`src/rtl/instruction_decoder.sv`:
```
// Byte-serial instruction decoder: collects an opcode plus 0-2 operand bytes,
// then holds the decoded instruction on its outputs until the consumer acks it.
module instruction_decoder #(
  parameter int byte_width  = 8,
  parameter int width_in    = 1 * byte_width,
  parameter int count_width = 8
) (
  input  logic                   clk,
  input  logic                   reset,
  input  logic                   start_for_decoder,
  input  logic [width_in-1:0]    data_for_decoder,
  output logic                   ready_from_decoder,
  input  logic                   instr_ack,
  output logic                   instr_valid,
  output logic [byte_width-1:0]  opcode,
  output logic [byte_width-1:0]  operand_a,
  output logic [byte_width-1:0]  operand_b,
  output logic [1:0]             operand_count,
  output logic                   illegal_opcode,
  output logic [count_width-1:0] instr_count
);

  typedef enum logic [1:0] {
    WAIT_OPCODE = 2'd0,
    WAIT_OP_A   = 2'd1,
    WAIT_OP_B   = 2'd2,
    ISSUE       = 2'd3
  } state_t;

  state_t                 state_q, state_d;
  logic                   ready_q, ready_d;
  logic                   valid_q, valid_d;
  logic [byte_width-1:0]  opcode_q, opcode_d;
  logic [byte_width-1:0]  operand_a_q, operand_a_d;
  logic [byte_width-1:0]  operand_b_q, operand_b_d;
  logic [1:0]             operand_count_q, operand_count_d;
  logic                   illegal_q, illegal_d;
  logic [count_width-1:0] instr_count_q, instr_count_d;

  logic [byte_width-1:0]  byte_in;
  logic [1:0]             n_in;
  logic [1:0]             n_held;
  logic                   accept;

  assign byte_in = data_for_decoder[byte_width-1:0];
  assign n_in    = byte_in[byte_width-1 -: 2];
  assign n_held  = opcode_q[byte_width-1 -: 2];
  // ready_q is a flop, so a strobe can never reach ready through logic.
  assign accept  = start_for_decoder & ready_q;

  always_comb begin
    state_d         = state_q;
    opcode_d        = opcode_q;
    operand_a_d     = operand_a_q;
    operand_b_d     = operand_b_q;
    operand_count_d = operand_count_q;
    illegal_d       = illegal_q;
    instr_count_d   = instr_count_q;

    case (state_q)
      WAIT_OPCODE: begin
        if (accept) begin
          opcode_d        = byte_in;
          operand_a_d     = '0;
          operand_b_d     = '0;
          operand_count_d = 2'd0;
          illegal_d       = (n_in == 2'd3);
          if (n_in == 2'd0 || n_in == 2'd3) state_d = ISSUE;
          else                              state_d = WAIT_OP_A;
        end
      end
      WAIT_OP_A: begin
        if (accept) begin
          operand_a_d     = byte_in;
          operand_count_d = 2'd1;
          state_d         = (n_held == 2'd2) ? WAIT_OP_B : ISSUE;
        end
      end
      WAIT_OP_B: begin
        if (accept) begin
          operand_b_d     = byte_in;
          operand_count_d = 2'd2;
          state_d         = ISSUE;
        end
      end
      ISSUE: begin
        // Counter wraps silently at its full width.
        if (instr_ack) begin
          state_d       = WAIT_OPCODE;
          instr_count_d = instr_count_q + count_width'(1);
        end
      end
      default: state_d = WAIT_OPCODE;
    endcase

    valid_d = (state_d == ISSUE);
    ready_d = (state_d != ISSUE);
  end

  always_ff @(posedge clk or negedge reset) begin
    if (!reset) begin
      state_q         <= WAIT_OPCODE;
      ready_q         <= 1'b1;
      valid_q         <= 1'b0;
      opcode_q        <= '0;
      operand_a_q     <= '0;
      operand_b_q     <= '0;
      operand_count_q <= 2'd0;
      illegal_q       <= 1'b0;
      instr_count_q   <= '0;
    end else begin
      state_q         <= state_d;
      ready_q         <= ready_d;
      valid_q         <= valid_d;
      opcode_q        <= opcode_d;
      operand_a_q     <= operand_a_d;
      operand_b_q     <= operand_b_d;
      operand_count_q <= operand_count_d;
      illegal_q       <= illegal_d;
      instr_count_q   <= instr_count_d;
    end
  end

  assign ready_from_decoder = ready_q;
  assign instr_valid        = valid_q;
  assign opcode             = opcode_q;
  assign operand_a          = operand_a_q;
  assign operand_b          = operand_b_q;
  assign operand_count      = operand_count_q;
  assign illegal_opcode     = illegal_q;
  assign instr_count        = instr_count_q;

endmodule
```
`config.mk`:
```
export PLATFORM = sky130hd
export DESIGN_NAME = instruction_decoder
export DESIGN_NICKNAME = d
export VERILOG_FILES = /design/src/rtl/instruction_decoder.sv
export SDC_FILE = /design/constraint.sdc
export NUM_CORES = 1
export LEC_CHECK = 0
export ABC_AREA = 1
export BUFFER_PORTS_ARGS = -buffer_cell sky130_fd_sc_hd__buf_2
export CORE_MARGIN = 2
export CORE_UTILIZATION = 50
export DETAILED_ROUTE_END_ITERATION = 6
export PLACE_DENSITY = 0.78
export SLEW_MARGIN = 40
export SYNTH_ARGS = -nofsm -noshare
export SYNTH_HDL_FRONTEND = slang
export SYNTH_SLANG_ARGS = --single-unit
```
`constraint.sdc`:
```
create_clock -name clk -period 1.61 [get_ports clk]
set_input_delay 0.0805 -clock clk [delete_from_list [all_inputs] [get_ports clk]]
set_output_delay 0.0805 -clock clk [all_outputs]
set_load 0.01 [all_outputs]
```
==> flow_summary.yaml, run 1 <==
detailed_routing:
  drt_iter0_markers: 58
  via_per_inst: 4.77
  first_pass_iters: 4
  wl_per_cell_um: 12.0
  route.vias.total: 1317
  wirelength_um: 3300
  drc: 0
  ant_nets: 0
synth:
  ys_seq_area_share_pct: 59.8
  synthSimpleGateAreaFrac_pct: 22.3
  synth_mux_area_share_pct: 0
  ys_ff_latch: 39
  synth-xor-area-share_pct: 2.68
  synth-compound-area-share_pct: 7.96
  syn_avg_cell_area_um2: 9.34
  synth_top_family_by_area: "simple AND/OR/NAND/NOR gates"
  synthAdderAreaFrac_pct: 1.53
  syn_nets: 189
  synth_area_um2: 1630
  yosysWarnings: 0
  syn_inst: 175
  yosys.cell_types.count: 20
pwr:
  power_mw: 3.52
  ir_worst_vdd_uv: 1030
  cellLeakagePower_nw: 1.15
  power_density_nw_per_um2: 1750
sta:
  finalSetupTns_ps: 0
  slew_viol_final: 0
  whs_ps: 8.28
  worst_pin_slew_ps: 442
  setup_viol: 0
  fin_ws_ps: 169
  max_slew_margin_pct: 70.6
  finalCriticalPeriod_ps: 1440
  fmax_mhz: 694
  timing_hold_violations_final: 0
  timing.final.crit_share_pct: 89.5
  rsz0062_at_grt: "no"
  fin_skew_ps: 14.2
global_route:
  antenna_found_initial: 0
  grt-ovfl-total: 0
  grt_pass1_wl_um: 5370
  grt_pass1_vias: 1236
  grt_usage_pct: 19.5
  grt_max_degree: 22
floorplan:
  dieArea_um2: 3740
  die_height_um: 61.2
  placementRows: 20
  core_area_um2: 3080
  die_x_um: 61.2
  ios: 49
  start_util_pct: 53.1
placed_design:
  gp_congestion: 0.918
  dp_slack_ps: 185
  portBuffers: 48
  dp_hpwl_um: 2450
  placed_cells: 267
  placed_area_um2: 1940
setup_path:
  critPathLaunch: "ready_from_decoder"
  critPathLaunchType: "flop"
  cp-endpoint: "instr_valid"
  cp.required_ps: 1880
  cp-end-kind: "flop"
  r2r-start: "ready_from_decoder"
  worstPathMaxFanout: 10
  r2r-end: "instr_valid"
  r2r_setup_slack_ps: 170
  criticalPathCategory: "reg2reg"
  r2r_cells: 6
  critPathArrivalTime_ps: 1710
final_layout:
  post-route-util_pct: 65.4
  design_area_um2: 2010
  layout_commonest_cell: "nand2_1"
  layout-drive-gt1-share_pct: 29.3
  layout_common_cells: "nand2_1 (51), buf_2 (48), dfrtp_1 (38)"
  diodes: 0
  area_delta_synth_final_pct: 23.3
  fin_cells: 276
  final_nets: 245
job:
  max_cap_viol_count: 0
clocking:
  cts_num_sinks: 39
  clk_pin_slew_worst_paths_ps: 130
  cts_max_level: 2
  worstSkewPairLatency_ps: 340
  cts_tree: "yes"
  cts_root_buf: "clkbuf_4"
  cts.path.max_buffers: 2
  numCtsBuffers: 5
worst_hold_path:
  hold_depth: 3
  hold_class: "in2reg"
run_status:
  status: "finished clean"
final cells by class:
cell class	instances	area, um^2
Fill cell	256	1060
Sequential cell	39	977
Multi-Input combinational cell	112	563
Timing Repair Buffer	50	270
Inverter	23	86.3
Tap cell	44	55.1
Clock buffer	5	37.5
Clock inverter	3	25.0
registers in the layout (all words and copies together) (netlist names):
register and flops:
opcode 8, instr_count 8, operand_count 2, operand_b 8
illegal_opcode 1, operand_a 8, instr_valid 1, state_q 2
ready_from_decoder 1
per-layer routing:
metal	global-route usage [%]	wire (um)	up-vias	share of wire, %
met4	5.59	15	0	0.45
met1	25.3	1510	612	46
li1	-	-	658	-
met5	0	0	-	0
met2	32.1	1560	45	47
met3	5.46	226	2	6.8
how the worst min path moves through the flow:
stage / startpoint / to / slack [ps]
CTS: data_for_decoder[0] / opcode[0] / 3
global placement: reset / state_q[1] / 50
detailed placement: reset / state_q[1] / 50
finish: data_for_decoder[1] / operand_a[1] / 8
global route: data_for_decoder[1] / operand_a[1] / 30
floorplan: reset / illegal_opcode / -220
where the power goes:
group / switching, mW / total [mW] / internal [mW]
combinational: 0.820 / 1.34 / 0.519
clock: 0.345 / 0.520 / 0.175
sequential: 0.284 / 1.66 / 1.37
total: 1.45 / 3.52 / 2.07
logic make-up (layout without fill, tap and decap cells):
logic type | after synthesis | in the layout
and+or+nand+nor | 79 | 79
DFF | 39 | 39
AOI/OAI and AO/OA | 26 | 26
buffers and inverters | 24 | 81
xor gates and xnor gates | 5 | 5
adders and majority gates | 2 | 2
Yosys cell counts:
cell type  count  share of area (%)
o21ai_0       26                8.0
nand3_4        1                1.1
dfrtp_1       38                 58
nand3_1        6                1.8
nor2_1        11                2.5
buf_4          1               0.46
inv_2          2               0.46
nor3_4         1                1.0
nand2_2        2               0.77
ha_1           2                1.5
nor2_2         2               0.77
xor2_1         4                2.1
inv_1         21                4.8
nand2_1       51                 12
nand2_4        1               0.69
xnor2_1        1               0.54
dfstp_2        1                1.6
nand3b_1       1               0.46
nor2_4         1               0.69
nand4_1        2               0.77
critical path, stage by stage, from the launching register on:
cell	delay [ps]
dfstp_2	540
nand2_1	140
nor2_4	200
nand2_1	220
nand2_1	140
nand2_1	60
nor2_1	80
repair_timing:
action | CTS | global route
setup endpoints to repair | 0 | 0
resized for setup | 0 | 0
setup buffers | 0 | 0
hold buffers | 1 | 0
endpoints found under the hold margin | 36 | 0
(Power assumes the default switching activity.)
==> run 2, diff against run 1 <==
--- a/config.mk
+++ b/config.mk
@@ -7,10 +7,12 @@
 export LEC_CHECK = 0
 export ABC_AREA = 1
 export BUFFER_PORTS_ARGS = -buffer_cell sky130_fd_sc_hd__buf_2
+export CORE_ASPECT_RATIO = 1.2
 export CORE_MARGIN = 2
 export CORE_UTILIZATION = 50
 export DETAILED_ROUTE_END_ITERATION = 6
 export PLACE_DENSITY = 0.78
+export RECOVER_POWER = 50
 export SLEW_MARGIN = 40
 export SYNTH_ARGS = -nofsm -noshare
 export SYNTH_HDL_FRONTEND = slang
==> constraint.sdc (replaced) <==
create_clock -name clk -period 1.62 [get_ports clk]
set_input_delay 0.081 -clock clk [delete_from_list [all_inputs] [get_ports clk]]
set_output_delay 0.081 -clock clk [all_outputs]
set_load 0.01 [all_outputs]
==> run 2 against run 1 <==
Net effect:
- hold slack lost 1.9 ps
- global-route usage grew 0.39 points
- worst setup slack gained 31 ps
- wire length grew 0.39%
- clock skew shrank 3.6 ps
- critical path depth shrank 1
- clock-buffer cell count grew 2
- cell count shrank 2.9%
- first-iteration DRC count shrank 28%
- flip-flop and latch count is the same
- utilization shrank 1.3 points
- register-to-register slack gained 30 ps
- largest cell class unchanged
- highest routed layer unchanged
==> flow_summary.yaml, run 2 (same netlist as run 1, synthesis figures left out) <==
run_status:
  status: "finished clean"
setup_path:
  critPathLaunchType: "flop"
  cp-end-kind: "flop"
  criticalPathCategory: "reg2reg"
  crit_chain: "nand2_1 -> nor2_4 -> nand2_1 -> nand4_1 -> nand2_1"
  cp.required_ps: 1910
  path_buf_inv: 0
  slowest_stage: "dfstp_2"
  crit_path_frequent_cell: "nand2_1"
  critPathArrivalTime_ps: 1710
  cpPeakStageDelay_ps: 540
  worstPathMaxFanout: 10
  critical_path.top_delay_family: "simple AND/OR/NAND/NOR gates"
sta:
  rsz0062_at_grt: "no"
  max_slew_margin_pct: 37.8
  finalSetupTns_ps: 0
  timing_hold_violations_final: 0
  finalCriticalPeriod_ps: 1420
  timing.final.crit_share_pct: 87.7
  worst_pin_slew_ps: 933
  fin_skew_ps: 10.7
  fmax_mhz: 704
  slew_viol_final: 0
  setup_viol: 0
  whs_ps: 6.38
pwr:
  ir_worst_vdd_uv: 1040
  netSwitchingFraction_pct: 40.4
  p_int_mw: 2.08
  pwr-share-clk_pct: 16.2
  cellLeakagePower_nw: 1.08
  seq_power_share_pct: 47.2
  power_density_nw_per_um2: 1760
  comb_power_share_pct: 36.6
  switching_power_mw: 1.41
clocking:
  cts_root_buf: "clkbuf_4"
  worstSkewPairLatency_ps: 350
  cts_max_level: 2
  numCtsBuffers: 5
  cts.path.max_buffers: 2
  cts_num_sinks: 39
  cts_tree: "yes"
  clk_pin_slew_worst_paths_ps: 110
final_layout:
  area_delta_synth_final_pct: 21.0
  layout_common_cells: "nand2_1 (51), dfrtp_1 (38), buf_2 (30)"
  final_nets: 245
  diodes: 0
  layout-drive-gt1-share_pct: 21.6
  design_area_um2: 1980
  layout_commonest_cell: "nand2_1"
floorplan:
  dieArea_um2: 3740
  ios: 49
  placementRows: 22
  start_util_pct: 53.0
  die_x_um: 56.2
  die_height_um: 66.6
  core_area_um2: 3080
detailed_routing:
  first_pass_iters: 4
  ant_nets: 0
  route.vias.total: 1312
  wl_per_cell_um: 12.4
  drc: 0
  drt_iter0_markers: 42
  wirelength_um: 3320
  via_per_inst: 4.90
placed_design:
  gp_congestion: 0.771
  placed_area_um2: 1920
  dp_hpwl_um: 2380
  portBuffers: 48
worst_hold_path:
  hold_class: "in2reg"
global_route:
  antenna_found_initial: 0
  grt_pass1_vias: 1265
  grt_pass1_wl_um: 5600
  grt-ovfl-total: 0
  grt_max_degree: 40
  grt_usage_pct: 19.9
job:
  max_cap_viol_count: 0
run 2: cell types whose count changed in the layout (fill, tap and decap cells not counted):
cell      change
buf_12        -1
buf_2        -18
clkbuf_1     +18
clkbuf_2      +1
clkbuf_8      +2
clkinv_4      -2
run 2: layout make-up:
| type | instances | area [um^2] |
|---|---|---|
| Timing Repair Buffer | 50 | 233 |
| Inverter | 23 | 86.3 |
| Clock inverter | 1 | 7.51 |
| Multi-Input combinational cell | 112 | 563 |
| Tap cell | 36 | 45.0 |
| Sequential cell | 39 | 977 |
| Fill cell | 285 | 1110 |
| Clock buffer | 7 | 65.1 |
run 2: worst min-delay path, cell delays in order:
cell and delay, ps:
buf_2 90, inv_1 60, o21ai_0 80
run 2: stage by stage:
stage / setup WS (ps) / util [%] / std cells / power [mW]
finish: 200 / 64.1 / 268 / 3.48
global route: 34.6 / 64.1 / 268 / 3.77
CTS: 184 / 64.9 / 268 / 3.57
detailed placement: 200 / 62.3 / 259 / 3.01
global placement: 259 / 62.3 / 259 / 2.96
floorplan: 299 / - / 175 / 2.44
run 2: repair_timing:
item / 4_1_cts / 5_1_grt
setup buffers: 0 / 0
hold endpoints to repair: 38 / 0
resized for setup: 0 / 0
hold buffers: 1 / 0
run 2: final timing paths:
| path | start | endpoint | slack, ps | cells after the start |
|---|---|---|---|---|
| setup / recovery | ready_from_decoder | ready_from_decoder | 200 | 5 |
| hold / removal | data_for_decoder[0] | opcode[0] | 6 | 3 |
| setup reg to reg | ready_from_decoder | ready_from_decoder | 200 | 5 |
| hold reg to reg | operand_a[1] | operand_a[1] | 500 | 2 |
| max in group asynchronous | reset | operand_count[1] | 560 | 3 |
| min in group asynchronous | reset | instr_count[6] | 470 | 3 |
run 2: power by group through the flow:
stage / Sequential [mW] / Clock (mW) / Combinational (mW)
after floorplan: 1.82 / 0 / 0.621
after global placement: 1.66 / 0 / 1.30
after detailed placement: 1.66 / 0 / 1.35
after CTS: 1.64 / 0.571 / 1.35
after global routing: 1.70 / 0.625 / 1.45
final: 1.64 / 0.564 / 1.27
run 2: layer usage:
layer	track usage, %	wire length (um)	up-vias
li1	-	-	656
met1	23.5	1410	607
met2	34.6	1640	43
met3	6.21	215	6
met4	6.25	49	0
met5	0	0	-
